==> config.mk <==
export PLATFORM = sky130hd
export DESIGN_NAME = alu_arbiter_flat
export DESIGN_NICKNAME = d
export VERILOG_FILES = /design/src/rtl/alu_arb_pkg.sv /design/src/rtl/alu_arbiter_if.sv /design/src/rtl/alu_arb_rsp_slot.sv /design/src/rtl/alu_arbiter.sv /design/src/flat_wrapper.sv
export SDC_FILE = /design/constraint.sdc
export NUM_CORES = 1
export LEC_CHECK = 0
export CAP_MARGIN = 20
export CELL_PAD_IN_SITES_DETAIL_PLACEMENT = 0
export CELL_PAD_IN_SITES_GLOBAL_PLACEMENT = 2
export CORE_UTILIZATION = 19
export CTS_BUF_LIST = sky130_fd_sc_hd__clkbuf_16
export DETAILED_ROUTE_END_ITERATION = 8
export HOLD_SLACK_MARGIN = 0.08
export PLACE_DENSITY = 0.95
export SLEW_MARGIN = 20
export SYNTH_ARGS = -nofsm -noshare
export SYNTH_HDL_FRONTEND = slang
export SYNTH_SLANG_ARGS = --single-unit
==> constraint.sdc <==
create_clock -name i_clk -period 3.35 [get_ports i_clk]
set_clock_uncertainty 0.1 [all_clocks]
set_input_delay 0.335 -clock i_clk [delete_from_list [all_inputs] [get_ports i_clk]]
set_output_delay 0.335 -clock i_clk [all_outputs]
set_load 0.01 [all_outputs]
==> src/rtl/alu_arb_pkg.sv <==
`default_nettype none
// ------------------------------------------------------------------
// alu_arb_pkg: shared widths, opcodes and request types for alu_arbiter
// Rev 1.0
// ------------------------------------------------------------------
package alu_arb_pkg;

  localparam int ALU_OP_W  = 4;
  localparam int NUM_PORTS = 2;
  localparam int DATA_W    = 32;
  localparam int ALU_TAG_W = 4;

  localparam logic [ALU_OP_W-1:0] ADD  = 4'd0;
  localparam logic [ALU_OP_W-1:0] SUB  = 4'd1;
  localparam logic [ALU_OP_W-1:0] SLL  = 4'd2;
  localparam logic [ALU_OP_W-1:0] SLT  = 4'd3;
  localparam logic [ALU_OP_W-1:0] SLTU = 4'd4;
  localparam logic [ALU_OP_W-1:0] XOR  = 4'd5;
  localparam logic [ALU_OP_W-1:0] SRL  = 4'd6;
  localparam logic [ALU_OP_W-1:0] SRA  = 4'd7;
  localparam logic [ALU_OP_W-1:0] OR   = 4'd8;
  localparam logic [ALU_OP_W-1:0] AND  = 4'd9;

  typedef struct packed {
    logic [DATA_W-1:0]    operand_a;
    logic [DATA_W-1:0]    operand_b;
    logic [ALU_OP_W-1:0]  alu_op;
    logic [ALU_TAG_W-1:0] tag;
  } alu_req_t;

  typedef enum logic [0:0] {
    SLOT_EMPTY = 1'b0,
    SLOT_FULL  = 1'b1
  } slot_state_e;

endpackage
`default_nettype wire

==> src/rtl/alu_arbiter_if.sv <==
`default_nettype none
// ------------------------------------------------------------------
// alu_arbiter_if: per-port request/response channels of alu_arbiter
// Rev 1.0
// ------------------------------------------------------------------
interface alu_arbiter_if #(
  parameter int TAG_W = 4
);
  import alu_arb_pkg::*;

  logic [NUM_PORTS-1:0]              i_req_valid;
  logic [NUM_PORTS-1:0]              o_req_ready;
  logic [NUM_PORTS-1:0][DATA_W-1:0]   i_req_operand_a;
  logic [NUM_PORTS-1:0][DATA_W-1:0]   i_req_operand_b;
  logic [NUM_PORTS-1:0][ALU_OP_W-1:0] i_req_alu_op;
  logic [NUM_PORTS-1:0][TAG_W-1:0]    i_req_tag;
  logic [NUM_PORTS-1:0]              o_rsp_valid;
  logic [NUM_PORTS-1:0]              i_rsp_ready;
  logic [NUM_PORTS-1:0][DATA_W-1:0]   o_rsp_data;
  logic [NUM_PORTS-1:0][TAG_W-1:0]    o_rsp_tag;

  modport master (
    output i_req_valid, i_req_operand_a, i_req_operand_b, i_req_alu_op, i_req_tag, i_rsp_ready,
    input  o_req_ready, o_rsp_valid, o_rsp_data, o_rsp_tag
  );

  modport slave (
    input  i_req_valid, i_req_operand_a, i_req_operand_b, i_req_alu_op, i_req_tag, i_rsp_ready,
    output o_req_ready, o_rsp_valid, o_rsp_data, o_rsp_tag
  );

endinterface
`default_nettype wire

==> src/rtl/alu_arb_rsp_slot.sv <==
`default_nettype none
// ------------------------------------------------------------------
// alu_arb_rsp_slot: one-entry response buffer (EMPTY/FULL) for one port
// Rev 1.0
// ------------------------------------------------------------------
module alu_arb_rsp_slot
  import alu_arb_pkg::*;
#(
  parameter int TAG_W = 4
) (
  input  wire logic              i_clk,
  input  wire logic              i_rst_n,
  input  wire logic              i_load,
  input  wire logic [DATA_W-1:0] i_data,
  input  wire logic [TAG_W-1:0]  i_tag,
  input  wire logic              i_rsp_ready,
  output logic                   o_rsp_valid,
  output logic [DATA_W-1:0]      o_rsp_data,
  output logic [TAG_W-1:0]       o_rsp_tag,
  output logic                   o_can_accept
);

  slot_state_e       r_state;
  slot_state_e       w_state_nxt;
  logic [DATA_W-1:0] r_data;
  logic [TAG_W-1:0]  r_tag;

  always_ff @(posedge i_clk or negedge i_rst_n) begin
    if (!i_rst_n) begin
      r_state <= SLOT_EMPTY;
    end else begin
      r_state <= w_state_nxt;
    end
  end

  // A full slot can take a new result only in the cycle it is being popped
  always_comb begin
    w_state_nxt  = r_state;
    o_can_accept = 1'b0;
    case (r_state)
      SLOT_EMPTY: begin
        o_can_accept = 1'b1;
        if (i_load) w_state_nxt = SLOT_FULL;
      end
      SLOT_FULL: begin
        o_can_accept = i_rsp_ready;
        if (!i_load && i_rsp_ready) w_state_nxt = SLOT_EMPTY;
      end
    endcase
  end

  always_ff @(posedge i_clk or negedge i_rst_n) begin
    if (!i_rst_n) begin
      r_data <= '0;
      r_tag  <= '0;
    end else if (i_load) begin
      r_data <= i_data;
      r_tag  <= i_tag;
    end
  end

  assign o_rsp_valid = (r_state == SLOT_FULL);
  assign o_rsp_data  = r_data;
  assign o_rsp_tag   = r_tag;

endmodule
`default_nettype wire

==> src/rtl/alu_arbiter.sv <==
`default_nettype none
// ------------------------------------------------------------------
// alu_arbiter: shares one combinational ALU between two requesters, round-robin
// (fixed priority to port 0 when ALU_ARB_FIXED_PRIO_EN is defined). Rev 1.0
// ------------------------------------------------------------------
module alu_arbiter
  import alu_arb_pkg::*;
#(
  parameter int TAG_W = ALU_TAG_W
) (
  input  wire logic                i_clk,
  input  wire logic                i_rst_n,
  alu_arbiter_if.slave             bus,
  output logic [DATA_W-1:0]        o_alu_operand_a,
  output logic [DATA_W-1:0]        o_alu_operand_b,
  output logic [ALU_OP_W-1:0]      o_alu_op,
  input  wire logic [DATA_W-1:0]   i_alu_data
);

  logic                              r_active;
  logic [NUM_PORTS-1:0]              w_can_accept;
  logic [NUM_PORTS-1:0]              w_elig;
  logic [NUM_PORTS-1:0]              w_grant;
  logic [NUM_PORTS-1:0]              w_rsp_valid;
  logic [NUM_PORTS-1:0][DATA_W-1:0]  w_rsp_data;
  logic [NUM_PORTS-1:0][TAG_W-1:0]   w_rsp_tag;
  alu_req_t                          w_sel;

  // Keeps o_req_ready low while reset is held and for the release cycle
  always_ff @(posedge i_clk or negedge i_rst_n) begin
    if (!i_rst_n) begin
      r_active <= 1'b0;
    end else begin
      r_active <= 1'b1;
    end
  end

  assign w_elig = bus.i_req_valid & w_can_accept & {NUM_PORTS{r_active}};

`ifdef ALU_ARB_FIXED_PRIO_EN
  always_comb begin
    w_grant = '0;
    if (w_elig[0]) begin
      w_grant = 2'b01;
    end else if (w_elig[1]) begin
      w_grant = 2'b10;
    end
  end
`else
  logic r_last_grant;

  always_comb begin
    w_grant = w_elig;
    if (&w_elig) w_grant = r_last_grant ? 2'b01 : 2'b10;
  end

  always_ff @(posedge i_clk or negedge i_rst_n) begin
    if (!i_rst_n) begin
      r_last_grant <= 1'b1;
    end else if (|w_grant) begin
      r_last_grant <= w_grant[1];
    end
  end
`endif

  always_comb begin
    w_sel = '0;
    for (int p = 0; p < NUM_PORTS; p++) begin
      if (w_grant[p]) begin
        w_sel.operand_a = bus.i_req_operand_a[p];
        w_sel.operand_b = bus.i_req_operand_b[p];
        w_sel.alu_op    = bus.i_req_alu_op[p];
        w_sel.tag       = ALU_TAG_W'(bus.i_req_tag[p]);
      end
    end
  end

  assign o_alu_operand_a = w_sel.operand_a;
  assign o_alu_operand_b = w_sel.operand_b;
  assign o_alu_op        = w_sel.alu_op;
  assign bus.o_req_ready = w_grant;

  generate
    for (genvar g = 0; g < NUM_PORTS; g++) begin : g_slot
      alu_arb_rsp_slot #(.TAG_W(TAG_W)) u_slot (
        .i_clk        (i_clk),
        .i_rst_n      (i_rst_n),
        .i_load       (w_grant[g]),
        .i_data       (i_alu_data),
        .i_tag        (w_sel.tag[TAG_W-1:0]),
        .i_rsp_ready  (bus.i_rsp_ready[g]),
        .o_rsp_valid  (w_rsp_valid[g]),
        .o_rsp_data   (w_rsp_data[g]),
        .o_rsp_tag    (w_rsp_tag[g]),
        .o_can_accept (w_can_accept[g])
      );
    end
  endgenerate

  assign bus.o_rsp_valid = w_rsp_valid;
  assign bus.o_rsp_data  = w_rsp_data;
  assign bus.o_rsp_tag   = w_rsp_tag;

endmodule
`default_nettype wire

==> src/flat_wrapper.sv <==
// flat-port wrapper written by rule: the top's interface ports become plain ports
module alu_arbiter_flat import alu_arb_pkg::*;
#(
  parameter int TAG_W = ALU_TAG_W
)
  (i_clk, i_rst_n, o_alu_operand_a, o_alu_operand_b, o_alu_op, i_alu_data, bus_i_req_valid, bus_i_req_operand_a, bus_i_req_operand_b, bus_i_req_alu_op, bus_i_req_tag, bus_i_rsp_ready, bus_o_req_ready, bus_o_rsp_valid, bus_o_rsp_data, bus_o_rsp_tag);
  alu_arbiter_if #(.TAG_W(TAG_W)) bus_i ();
  input  wire logic i_clk;
  input  wire logic i_rst_n;
  output logic [DATA_W-1:0] o_alu_operand_a;
  output logic [DATA_W-1:0] o_alu_operand_b;
  output logic [ALU_OP_W-1:0] o_alu_op;
  input  wire logic [DATA_W-1:0] i_alu_data;
  input wire logic [$bits(bus_i.i_req_valid)-1:0] bus_i_req_valid;
  input wire logic [$bits(bus_i.i_req_operand_a)-1:0] bus_i_req_operand_a;
  input wire logic [$bits(bus_i.i_req_operand_b)-1:0] bus_i_req_operand_b;
  input wire logic [$bits(bus_i.i_req_alu_op)-1:0] bus_i_req_alu_op;
  input wire logic [$bits(bus_i.i_req_tag)-1:0] bus_i_req_tag;
  input wire logic [$bits(bus_i.i_rsp_ready)-1:0] bus_i_rsp_ready;
  output wire logic [$bits(bus_i.o_req_ready)-1:0] bus_o_req_ready;
  output wire logic [$bits(bus_i.o_rsp_valid)-1:0] bus_o_rsp_valid;
  output wire logic [$bits(bus_i.o_rsp_data)-1:0] bus_o_rsp_data;
  output wire logic [$bits(bus_i.o_rsp_tag)-1:0] bus_o_rsp_tag;
  assign bus_i.i_req_valid = bus_i_req_valid;
  assign bus_i.i_req_operand_a = bus_i_req_operand_a;
  assign bus_i.i_req_operand_b = bus_i_req_operand_b;
  assign bus_i.i_req_alu_op = bus_i_req_alu_op;
  assign bus_i.i_req_tag = bus_i_req_tag;
  assign bus_i.i_rsp_ready = bus_i_rsp_ready;
  assign bus_o_req_ready = bus_i.o_req_ready;
  assign bus_o_rsp_valid = bus_i.o_rsp_valid;
  assign bus_o_rsp_data = bus_i.o_rsp_data;
  assign bus_o_rsp_tag = bus_i.o_rsp_tag;
  alu_arbiter #(.TAG_W(TAG_W)) u_core (.i_clk(i_clk), .i_rst_n(i_rst_n), .bus(bus_i), .o_alu_operand_a(o_alu_operand_a), .o_alu_operand_b(o_alu_operand_b), .o_alu_op(o_alu_op), .i_alu_data(i_alu_data));
endmodule
==> results_dict.tcl <==
set metrics [dict create \
    ir_worst_vdd_uv 238 \
    syn-num-nets 593 \
    synth_area_per_cell_sq_um 10.3 \
    numCtsBuffers 9 \
    period_minus_slack_ns 2.95 \
    path_class "in2out" \
    rsz0062_at_grt "false" \
    path_clk_slew_ns 0.06 \
    finalMaxSlewViolations 0 \
    rows 54 \
    cts_resized 0 \
    io_buffer_count 325 \
    arrival_ns 2.52 \
    async_reset_ff_share_pct 100 \
    die_x_microns 151 \
    rr_worst_depth 4 \
    setup_tns_ns 0 \
    drv_cap 0 \
    status "complete, no violations" \
    drt_iter0_drc 114 \
    cts_root_buf "clkbuf_16" \
    grt_max_degree 77 \
    synth-edff-count 0 \
    synth_commonest_cells "nand2_1, dfrtp_1, o22ai_1" \
    post_cts_buffers 0 \
    netlist_area_sq_um 4220 \
    antenna_found_initial 0 \
    fin_nets 905 \
    critPathCaptureType "primary output" \
    core_sq_um 21800 \
    grt_pass1_wl_mm 22.8 \
    start_util_pct 19.4 \
    ys_ff_latch 76 \
    hold_violations 0 \
    cts_tree "done" \
    r2r_end "u_core.g_slot[0].u_slot.o_rsp_data[10]" \
    h-tree-depth 3 \
    routed-via-count 4144 \
    crit_required_ns 2.91 \
    gp_congestion 0.750 \
    tightest_slew_ns 0.962 \
    synth_top_flop_cell "dfrtp_1" \
    slew-limit-headroom_pct 35.9 \
    viasPerCell 4.11 \
    layout-drive-gt1-share_pct 15.5 \
    dp_hpwl_mm 12.0 \
    finalCritPeriodShare_pct 88.1 \
    syn-instance-count 411 \
    reg2reg_from "u_core.r_active" \
    reg2reg_slack_ns 1.00 \
    p_leak_nw 3.23 \
    utilization_pct 37.0 \
    max_freq_ghz 0.339 \
    drtAntennaViolNets 0 \
    die_h_microns 151 \
    clock_path_buffers 2 \
    dieArea_sq_um 22800 \
    avgRoutedWirePerCell_microns 15.7 \
    drcViolationCount 0 \
    clk_latency_ns 0.32 \
    ioPinCount 326 \
    ys_types 24 \
    p_per_area_nw_per_um2 489 \
    ys.warnings.count 0 \
    placedCellCount 992 \
    layout_setup_ws_ns 0.400 \
    dr.pass1.iters 4 \
    cts.sinks 76 \
    routed_wl_mm 15.9 \
    pre_cts_ws_ns 0.391 \
    yosysSeqAreaShare_pct 45.1 \
    instances_no_fill 1008 \
    cp_max_fo 68 \
    cts_hold_buf 0 \
    area_growth_pct 91.2 \
    setup_viol 0 \
    grt_pass1_vias 3925 \
    ys_top_cells_by_area "dfrtp_1, nand2_1, mux2_2" \
    grt-ovfl-total 0 \
    antenna_cells 0 \
    min_path_type "in2async" \
    yosysMostFrequentCell "nand2_1" \
    post-synth-top-area-cell "dfrtp_1" \
    yosys.area.top_type_share_pct 44.5 \
    grt.total_usage_pct 13.0 \
    start_kind "primary input" \
    fill_cells 2179 \
]
-- metal layers --
metal / wire, microns / GRT usage (%) / up-vias
met5: 0 / 0 / -
met1: 6590 / 16.7 / 1955
met3: 817 / 2.74 / 13
met4: 213 / 3.35 / 0
li1: - / - / 2051
met2: 8230 / 22.1 / 125
-- layout by cell type (no fill, tap or decap), drive strengths merged --
| cell | n |
|---|---|
| nand2 | 140 |
| a211oi | 1 |
| clkdlybuf4s50 | 324 |
| o21ai | 2 |
| dfrtp | 75 |
| clkbuf | 9 |
| o211ai | 2 |
| buf | 18 |
| or2 | 1 |
| inv | 5 |
| o22ai | 68 |
| clkinv | 3 |
| a211o | 1 |
| mux2 | 72 |
| conb | 1 |
| dfstp | 1 |
| and2 | 1 |
| nor2b | 2 |
| bufinv | 1 |
| nand2b | 1 |
-- state kept, by name (all words and copies together), names as in the netlist --
| register | flops |
|---|---|
| u_core.g_slot.u_slot.o_rsp_data | 64 |
| u_core.r_last_grant | 1 |
| u_core.g_slot.u_slot.o_rsp_tag | 8 |
| u_core.r_active | 1 |
| u_core.g_slot.u_slot.o_rsp_valid | 2 |
-- power breakdown --
group | leakage (nW) | switching (mW) | internal [mW]
Sequential | 0.892 | 0.138 | 1.17
Clock | 0.147 | 0.363 | 0.567
Combinational | 2.19 | 0.642 | 1.06
-- per-stage QoR --
stage | area (sq um) | power [mW] | hold slack, ns
final | 8060 | 3.94 | 0.0564
after CTS | 8060 | 4.00 | 0.0980
after detailed placement | 7770 | 3.05 | 0.374
after global placement | 7770 | 3.02 | 0.367
after global routing | 8060 | 4.16 | 0.136
after floorplan | 4220 | 1.99 | -0.0606
-- cell type report --
class	count	area, sq um	area share, %
well taps	280	350	4.35
repair buffers	342	3430	42.5
clock inverters	7	58.8	0.730
flip-flops and latches	76	1910	23.7
multi-input cells	292	2080	25.8
clock buffers	9	225	2.79
inverters	2	7.51	0.0932
-- how the worst max path moves through the flow --
stage                                     end  slack (ns)                 from
after detailed placement   o_alu_operand_b[0]        0.39   bus_i_rsp_ready[0]
after global placement     o_alu_operand_b[1]        0.37   bus_i_rsp_ready[0]
after global routing       o_alu_operand_b[1]        0.28   bus_i_rsp_ready[0]
final                      o_alu_operand_b[1]        0.40   bus_i_req_valid[1]
after floorplan           o_alu_operand_a[11]        1.51  u_core.r_last_grant
after CTS                  o_alu_operand_b[1]        0.39   bus_i_rsp_ready[0]
-- critical path: stages --
cell	delay, ns
clkdlybuf4s50_1	0.49
nor2b_1	0.21
a211o_2	0.36
buf_12	0.19
o22ai_1	0.26
clkdlybuf4s50_1	0.60
-- logic make-up after synthesis --
kind of cell,share of synthesized area (%)
buf+inv,6.09
compound gates,14.4
flops,45.1
mux,20.8
simple gates,13.4
other cells,0.0890
(Power assumes the default switching activity.)
